===== config.mk =====
export PLATFORM = sky130hd
export DESIGN_NAME = uart_baud_gen_frac
export DESIGN_NICKNAME = d
export VERILOG_FILES = /design/src/rtl/uart_baud_gen_frac.sv
export SDC_FILE = /design/constraint.sdc
export NUM_CORES = 1
export LEC_CHECK = 0
export ABC_AREA = 1
export CORE_MARGIN = 4
export CORE_UTILIZATION = 60
export DETAILED_ROUTE_END_ITERATION = 10
export GPL_TIMING_DRIVEN = 0
export MAX_ROUTING_LAYER = met4
export PLACE_DENSITY = 0.8
export SLEW_MARGIN = 20
export SYNTH_ARGS = -nofsm -noshare
export SYNTH_HDL_FRONTEND = slang
export SYNTH_SLANG_ARGS = --single-unit

===== constraint.sdc =====
create_clock -name i_clk -period 5.96 [get_ports i_clk]
set_input_delay 0.596 -clock i_clk [delete_from_list [all_inputs] [get_ports i_clk]]
set_output_delay 0.596 -clock i_clk [all_outputs]
set_load 0.01 [all_outputs]

===== src/rtl/uart_baud_gen_frac.sv =====
// uart_baud_gen_frac: fractional-N baud tick generator producing oversample and bit ticks.
// Revision: 1.0
`default_nettype none

module uart_baud_gen_frac #(
  parameter int CLK_FREQ   = 50_000_000,
  parameter int BAUD_RATE  = 9600,
  parameter int OVERSAMPLE = 16,
  parameter int FRAC_BITS  = 4,
  parameter int DIV_W      = 16
) (
  input  logic                 i_clk,
  input  logic                 i_rst,
  input  logic                 i_en,
  input  logic                 i_resync,
  input  logic [DIV_W-1:0]     i_div_int,
  input  logic [FRAC_BITS-1:0] i_div_frac,
  input  logic                 i_div_load,
  output logic                 o_tick_os,
  output logic                 o_tick_1x,
  output logic                 o_load_pending
);

  localparam int OS_W = (OVERSAMPLE > 1) ? $clog2(OVERSAMPLE) : 1;
  localparam logic [63:0] DEF_INT_64 =
    64'(CLK_FREQ) / (64'(BAUD_RATE) * 64'(OVERSAMPLE));
  localparam logic [63:0] DEF_FRAC_64 =
    ((64'(CLK_FREQ) << FRAC_BITS) / (64'(BAUD_RATE) * 64'(OVERSAMPLE))) % (64'd1 << FRAC_BITS);
  localparam logic [DIV_W-1:0]     DEF_INT  = DEF_INT_64[DIV_W-1:0];
  localparam logic [FRAC_BITS-1:0] DEF_FRAC = DEF_FRAC_64[FRAC_BITS-1:0];
  localparam logic [OS_W-1:0]      OS_LAST  = OS_W'(OVERSAMPLE - 1);
  localparam logic [DIV_W-1:0]     MIN_INT  = DIV_W'(2);

  logic [DIV_W-1:0]     act_int;
  logic [FRAC_BITS-1:0] act_frac;
  logic [DIV_W-1:0]     shd_int;
  logic [FRAC_BITS-1:0] shd_frac;
  logic                 pending;
  logic [FRAC_BITS-1:0] acc;
  logic [DIV_W:0]       cnt;
  logic [DIV_W:0]       len;
  logic [OS_W-1:0]      os_cnt;
  logic                 tick_os;
  logic                 tick_1x;

  logic [DIV_W-1:0]     eff_int;
  logic [FRAC_BITS-1:0] eff_frac;
  logic [DIV_W-1:0]     use_int;
  logic [FRAC_BITS:0]   acc_sum;
  logic [DIV_W:0]       new_len;
  logic                 period_start;
  logic                 period_end;
  logic                 os_wrap;

  // A load in the same cycle as a period start takes effect for that period.
  always_comb begin
    eff_int  = act_int;
    eff_frac = act_frac;
    if (i_div_load) begin
      eff_int  = i_div_int;
      eff_frac = i_div_frac;
    end else if (pending) begin
      eff_int  = shd_int;
      eff_frac = shd_frac;
    end
  end

  always_comb begin
    use_int      = (eff_int < MIN_INT) ? MIN_INT : eff_int;
    acc_sum      = {1'b0, acc} + {1'b0, eff_frac};
    new_len      = {1'b0, use_int} + (DIV_W+1)'(acc_sum[FRAC_BITS]);
    period_start = (cnt == '0);
    period_end   = !period_start && (cnt == len - (DIV_W+1)'(1));
    os_wrap      = (os_cnt == OS_LAST);
  end

  always_ff @(posedge i_clk) begin
    if (i_rst) begin
      act_int  <= DEF_INT;
      act_frac <= DEF_FRAC;
      shd_int  <= '0;
      shd_frac <= '0;
      pending  <= 1'b0;
      acc      <= '0;
      cnt      <= '0;
      len      <= '0;
      os_cnt   <= '0;
      tick_os  <= 1'b0;
      tick_1x  <= 1'b0;
    end else begin
      tick_os <= 1'b0;
      tick_1x <= 1'b0;
      if (i_div_load) begin
        shd_int  <= i_div_int;
        shd_frac <= i_div_frac;
        pending  <= 1'b1;
      end
      if (!i_en || i_resync) begin
        cnt      <= '0;
        acc      <= '0;
        os_cnt   <= '0;
        act_int  <= eff_int;
        act_frac <= eff_frac;
        pending  <= 1'b0;
      end else if (period_start) begin
        // Period length is fixed here, so a period never mixes two divisors.
        act_int  <= eff_int;
        act_frac <= eff_frac;
        pending  <= 1'b0;
        acc      <= acc_sum[FRAC_BITS-1:0];
        len      <= new_len;
        cnt      <= (DIV_W+1)'(1);
      end else if (period_end) begin
        tick_os <= 1'b1;
        tick_1x <= os_wrap;
        os_cnt  <= os_wrap ? '0 : os_cnt + OS_W'(1);
        cnt     <= '0;
      end else begin
        cnt <= cnt + (DIV_W+1)'(1);
      end
    end
  end

  assign o_tick_os      = tick_os;
  assign o_tick_1x      = tick_1x;
  assign o_load_pending = pending;

endmodule

`default_nettype wire


==> results of run 1 <==
## critical path: stages
cell,delay [ns]
clkdlybuf4s50_1,0.60
buf_4,0.22
buf_4,0.20
clkbuf_1,0.37
nand2_1,0.15
nand2_1,0.13
ha_1,0.17
inv_1,0.05
fa_1,0.40
o21ai_0,0.20
ha_1,0.20
ha_1,0.16
nand2_1,0.13
nor3_4,0.26
nand3_2,0.13
o21ai_1,0.15
nand2_1,0.07
o21ai_1,0.12
inv_1,0.04
## metal layers
layer	global-route usage (%)	up-vias
li1	-	2526
met1	30.4	2155
met2	45.7	105
met3	2.92	18
met4	9.02	0
met5	-	-
## logic make-up (layout without fill, tap and decap cells)
family | Yosys count | in the layout | synth area share [%]
buffers and inverters | 137 | 180 | 10.7
DFF | 85 | 85 | 33.4
xor gates and xnor gates | 29 | 29 | 5.25
and+or+nand+nor | 366 | 366 | 33.0
AOI/OAI and AO/OA | 136 | 136 | 14.8
adders and majority gates | 11 | 11 | 2.85
## worst paths after layout
check,start,slack [ns],endpoint
max,i_div_load,1.89,len[12]
max reg2reg,o_load_pending,2.61,len[12]
min reg2reg,shd_frac[1],0.47,shd_frac[1]
min,shd_frac[1],0.47,shd_frac[1]
## per-stage QoR
stage                     total power, mW  instances  area [um^2]
after global routing                 1.43        912         5740
after CTS                            1.37        912         5740
final                                1.36        912         5740
after global placement              0.871        896         5500
after floorplan                     0.808        764         5100
after detailed placement            0.878        896         5500
## synth_stat cells, types with 2 or more instances
library cell    n  area, um^2
nand2_1       170         638
inv_1         110         413
nor2_1         87         327
dfxtp_1        85        1700
a21oi_1        50         250
o21ai_0        48         240
nand3_1        37         185
xor2_1         21         184
nand4_1        14        87.6
nor2_2         12        75.1
nor3_1         11        55.1
ha_1           10         125
a31oi_1         9        56.3
buf_2           8        40.0
o21ai_1         8        40.0
nand2_2         7        43.8
o211ai_1        7        52.6
o21bai_1        7        52.6
xnor2_1         7        61.3
clkbuf_1        6        22.5
inv_2           6        22.5
nor2_4          6        67.6
nand3_2         4        40.0
nor3_2          4        40.0
buf_1           3        11.3
nand3b_1        3        22.5
nor4_1          3        18.8
o22ai_1         3        18.8
or2_2           3        18.8
buf_4           2        15.0
buf_6           2        22.5
## registers in the layout, indices dropped and copies added (netlist names)
| register | cells |
|---|---|
| acc | 4 |
| act_frac | 4 |
| act_int | 16 |
| cnt | 17 |
| len | 17 |
| o_load_pending | 1 |
| o_tick_1x | 1 |
| o_tick_os | 1 |
| os_cnt | 4 |
| shd_frac | 4 |
| shd_int | 16 |
## final cells by class
type	instances	share of cell area, %
buffer	21	1.94
clock buffer	10	2.22
clock inverter	6	1.94
inverter	116	7.59
multi-input combinational	542	49.7
sequential	85	29.6
tap	105	2.29
timing repair buffer	27	4.71
## where the power goes
part / total (mW) / leakage, nW / switching (mW) / internal, mW
combinational: 0.258 / 1.68 / 0.165 / 0.0934
sequential: 0.610 / 0.696 / 0.0160 / 0.594
clock: 0.496 / 0.116 / 0.217 / 0.279
==> impl_metrics.yaml, run 1 <==
sta:
  max_slew_margin_pct: 61.5
  rsz0062_at_grt: "no"
  hold_violations: 0
  tns_ns: 0
  max_freq_mhz: 245
  period_minus_slack_ns: 4.07
  final_max_slew_viol_count: 0
  setup_viol_count_final: 0
  tightest_slew_ns: 0.577
  worst_slack_ns: 1.89
  timing.hold.ws_ns: 0.471
  timing.final.crit_share_pct: 68.4
  fin_skew_ns: 0.0117
power:
  irDropWorstVdd_mv: 0.115
  p_leak_nw: 2.50
  power.density_nw_per_um2: 238
route:
  top_layer_used: "met4"
  drc: 0
  avgRoutedWirePerCell_um: 13.5
  wl_met1_um: 5390
  wl_met2_um: 6160
  drt_iter0_markers: 141
  via_per_inst: 5.27
  wl_um: 12300
  first_pass_iters: 5
  dr_wl_met3_um: 511
  vias: 4804
  final_antenna_net_count: 0
synth:
  synth_ff_type: "dfxtp_1"
  ys_warn_count: 0
  seq_area_frac_synth_pct: 33.4
  yosysUniqueCellTypes: 42
  synth-seq-cells: 85
  synth_edf_count: 0
  async_flop_share_pct: 0
  synthesis.instances: 764
  syn_area_per_cell_um2: 6.67
  syn_nets: 800
  syn_area_um2: 5100
global_route:
  antenna_found_initial: 0
  grt_first_pass_wirelength_um: 20400
  gr-total-overflow: 0
  grt.total_usage_pct: 25.9
  grt_max_degree: 15
  grt_pass1_vias: 4535
die:
  rows: 33
  coreArea_um2: 8260
  die_x_um: 100
  start_util_pct: 61.7
  die_h_um: 100
  die_area_um2: 10000
  boundaryPins: 28
run:
  maxCapViolCount: 0
finish:
  final_cell_mix: "170 x nand2_1, 110 x inv_1, 87 x nor2_1, 85 x dfxtp_1, 50 x a21oi_1"
  drive_gt1_share_pct: 9.29
  final_common_cell: "nand2_1"
  final_util_pct: 69.5
  seq_area_um2: 1700
  n_antenna_cell: 0
  nNetsFinal: 838
  fillers: 725
  syn_to_final_growth_pct: 12.6
  multi_input_area_um2: 2850
min_path:
  min_path_type: "flip-flop to flip-flop"
  min_delay_path_depth: 2
clock_network:
  cts_made_buffers: 9
  htreeDepth: 3
  post_cts_buffers: 0
  clock_sinks: 85
  clk_path_buf_depth: 2
  clock_latency_ns: 0.36
  hold_buffers: 0
  clkTransAtPathRegs_ns: 0.09
  cts_tree: "done"
  clockRootBuffer: "clkbuf_8"
  cts-resized-gates: 0
worst_setup_path:
  crit_fanout: 10
  start_kind: "input port"
  endpoint_kind: "flip-flop"
  worstPathArrival_ns: 4.34
  reg2reg_depth: 16
  required_ns: 6.22
  crit_type: "input port to flip-flop"
placement:
  io_buffers: 27
  place_congestion: 0.913
  pre_cts_slack_ns: 1.50
  dp_hpwl_um: 9520
outcome:
  status: "completed"
(Power assumes the default switching activity.)
==> run 2: changes to the inputs <==
CORE_UTILIZATION = 55   (was 60)
PLACE_DENSITY = 0.77   (was 0.8)
clock period = 3.3 ns   (was 5.96 ns; I/O delays follow)
==> run 2 against run 1 <==
Against the previous run: hold slack got worse by 0.12 ns; register-to-register slack got worse by 2.3 ns; critical path depth rose by 1; first-iteration DRC count rose by 89%; global-route usage fell by 1.8 points.
==> impl_metrics.yaml, run 2 (synthesis results as in run 1) <==
clock_network:
  cts_made_buffers: 9
  hold_buffers: 0
  clk_path_buf_depth: 2
  cts_tree: "done"
  clockRootBuffer: "clkbuf_8"
  clock_latency_ns: 0.37
  clock_sinks: 85
  htreeDepth: 3
  clkTransAtPathRegs_ns: 0.09
placement:
  pre_cts_slack_ns: -0.927
  place_area_um2: 5500
  place_congestion: 0.912
  io_buffers: 27
  dp_hpwl_um: 9480
  numPlacedInstances: 899
sta:
  fin_skew_ns: 0.0149
  tns_ns: 0
  period_minus_slack_ns: 2.98
  max_freq_mhz: 335
  tightest_slew_ns: 0.624
  setup_viol_count_final: 0
  rsz0062_at_grt: "no"
  timing.final.crit_share_pct: 90.4
  hold_violations: 0
  final_max_slew_viol_count: 0
  max_slew_margin_pct: 58.2
  worst_slack_ns: 0.315
global_route:
  antenna_found_initial: 0
  grt_max_degree: 14
  gr-total-overflow: 0
  grt_pass1_vias: 4702
  grt.total_usage_pct: 24.1
  grt_first_pass_wirelength_um: 21100
power:
  irDropWorstVdd_mv: 0.320
  p_leak_nw: 2.49
  power.density_nw_per_um2: 404
  p_total_mw: 2.31
route:
  vias: 4909
  avgRoutedWirePerCell_um: 13.5
  first_pass_iters: 7
  via_per_inst: 5.37
  drt_iter0_markers: 266
  wl_um: 12300
  drc: 0
  final_antenna_net_count: 0
worst_setup_path:
  r2r-end: "len[12]"
  required_ns: 3.57
  crit_fanout: 10
  crit_type: "input port to flip-flop"
  reg2reg_depth: 17
  start_kind: "input port"
  cp-startpoint: "i_div_load"
  rrSetupSlack_ns: 0.32
  endpoint_kind: "flip-flop"
  r2r_start: "o_load_pending"
  crit_end: "len[12]"
  worstPathArrival_ns: 3.25
outcome:
  status: "completed"
finish:
  syn_to_final_growth_pct: 12.2
  final_cell_area_um2: 5720
  instances_no_fill: 914
  final_cell_mix: "169 x nand2_1, 110 x inv_1, 87 x nor2_1, 84 x dfxtp_1, 50 x a21oi_1"
  largestRegisters: "cnt: 17 flops, len: 17 flops"
  drive_gt1_share_pct: 10.4
  final_common_cell: "nand2_1"
  n_antenna_cell: 0
  nNetsFinal: 839
die:
  die_h_um: 104
  start_util_pct: 57.3
  boundaryPins: 28
  die_area_um2: 10900
  die_x_um: 104
  rows: 34
  coreArea_um2: 8890
min_path:
  min_path_type: "input port to flip-flop"
run:
  maxCapViolCount: 0
run 2: cell types whose count changed in the layout (fill, tap and decap cells not counted), sizes merged:
cell           previous run  this run
buf                      15        17
bufinv                    3         1
clkinvlp                  1         0
clkdlybuf4s50            27        26
clkbuf                   16        17
run 2: what timing repair did:
action,4_1_cts,5_1_grt
endpoints found under the setup margin,14,13
resized for setup,4,16
pin swaps,1,2
gates cloned,0,0
buffers inserted,1,0
run 2: area by class of cell:
class	count	area, um^2
multi-input combinational	542	2860
fill	817	3170
sequential	85	1700
timing repair buffer	28	273
buffer	21	121
inverter	116	435
tap	108	135
clock inverter	3	47.5
clock buffer	11	141
run 2: stage by stage:
stage               utilization [%]  hold slack (ns)
floorplan                         -            0.438
global placement               61.9            0.451
detailed placement             61.9            0.456
CTS                            64.1            0.469
global route                   64.3            0.355
finish                         64.3            0.348
run 2: report_power, final:
group	total, mW	internal (mW)	switching (mW)
Sequential	1.10	1.07	0.0299
Combinational	0.465	0.170	0.295
Clock	0.744	0.366	0.378
run 2: critical path, cell delays in order:
cell and delay [ns]:
clkbuf_2 0.14, buf_6 0.16, buf_4 0.18, buf_4 0.18
o21ai_1 0.11, o21ai_1 0.10, nand2_1 0.11, ha_2 0.18
inv_1 0.05, fa_2 0.36, o21ai_2 0.15, ha_2 0.19
ha_1 0.16, nand2_2 0.09, nor3_4 0.25, nand3_2 0.15
o21ai_1 0.14, nand2_1 0.06, o21ai_1 0.12, inv_1 0.05
run 2: routing by layer:
metal,routed length [um],up-vias,global-route usage (%),share of wire [%]
met5,0,-,-,0
met4,439,0,10.9,3.6
met3,569,29,5.46,4.6
met2,5960,126,39.9,48
met1,5350,2229,27.8,43
li1,-,2525,-,-
run 2: worst min path at each step:
stage           startpoint  slack (ns)  cells after the start          end
2_1_floorplan  shd_frac[3]        0.44                      2  shd_frac[3]
3_3_place_gp    shd_int[0]        0.45                      2   shd_int[0]
3_5_place_dp   shd_frac[3]        0.46                      2  shd_frac[3]
4_1_cts        shd_frac[3]        0.47                      2  shd_frac[3]
5_1_grt         i_div_load        0.36                      4   shd_int[6]
6_report        i_div_load        0.35                      4   shd_int[6]
==> run 3: changes to the inputs <==
SLEW_MARGIN = unset   (was 20)
==> results of run 3 <==
The final DEF is identical to that of run 2; final timing and power are the same.
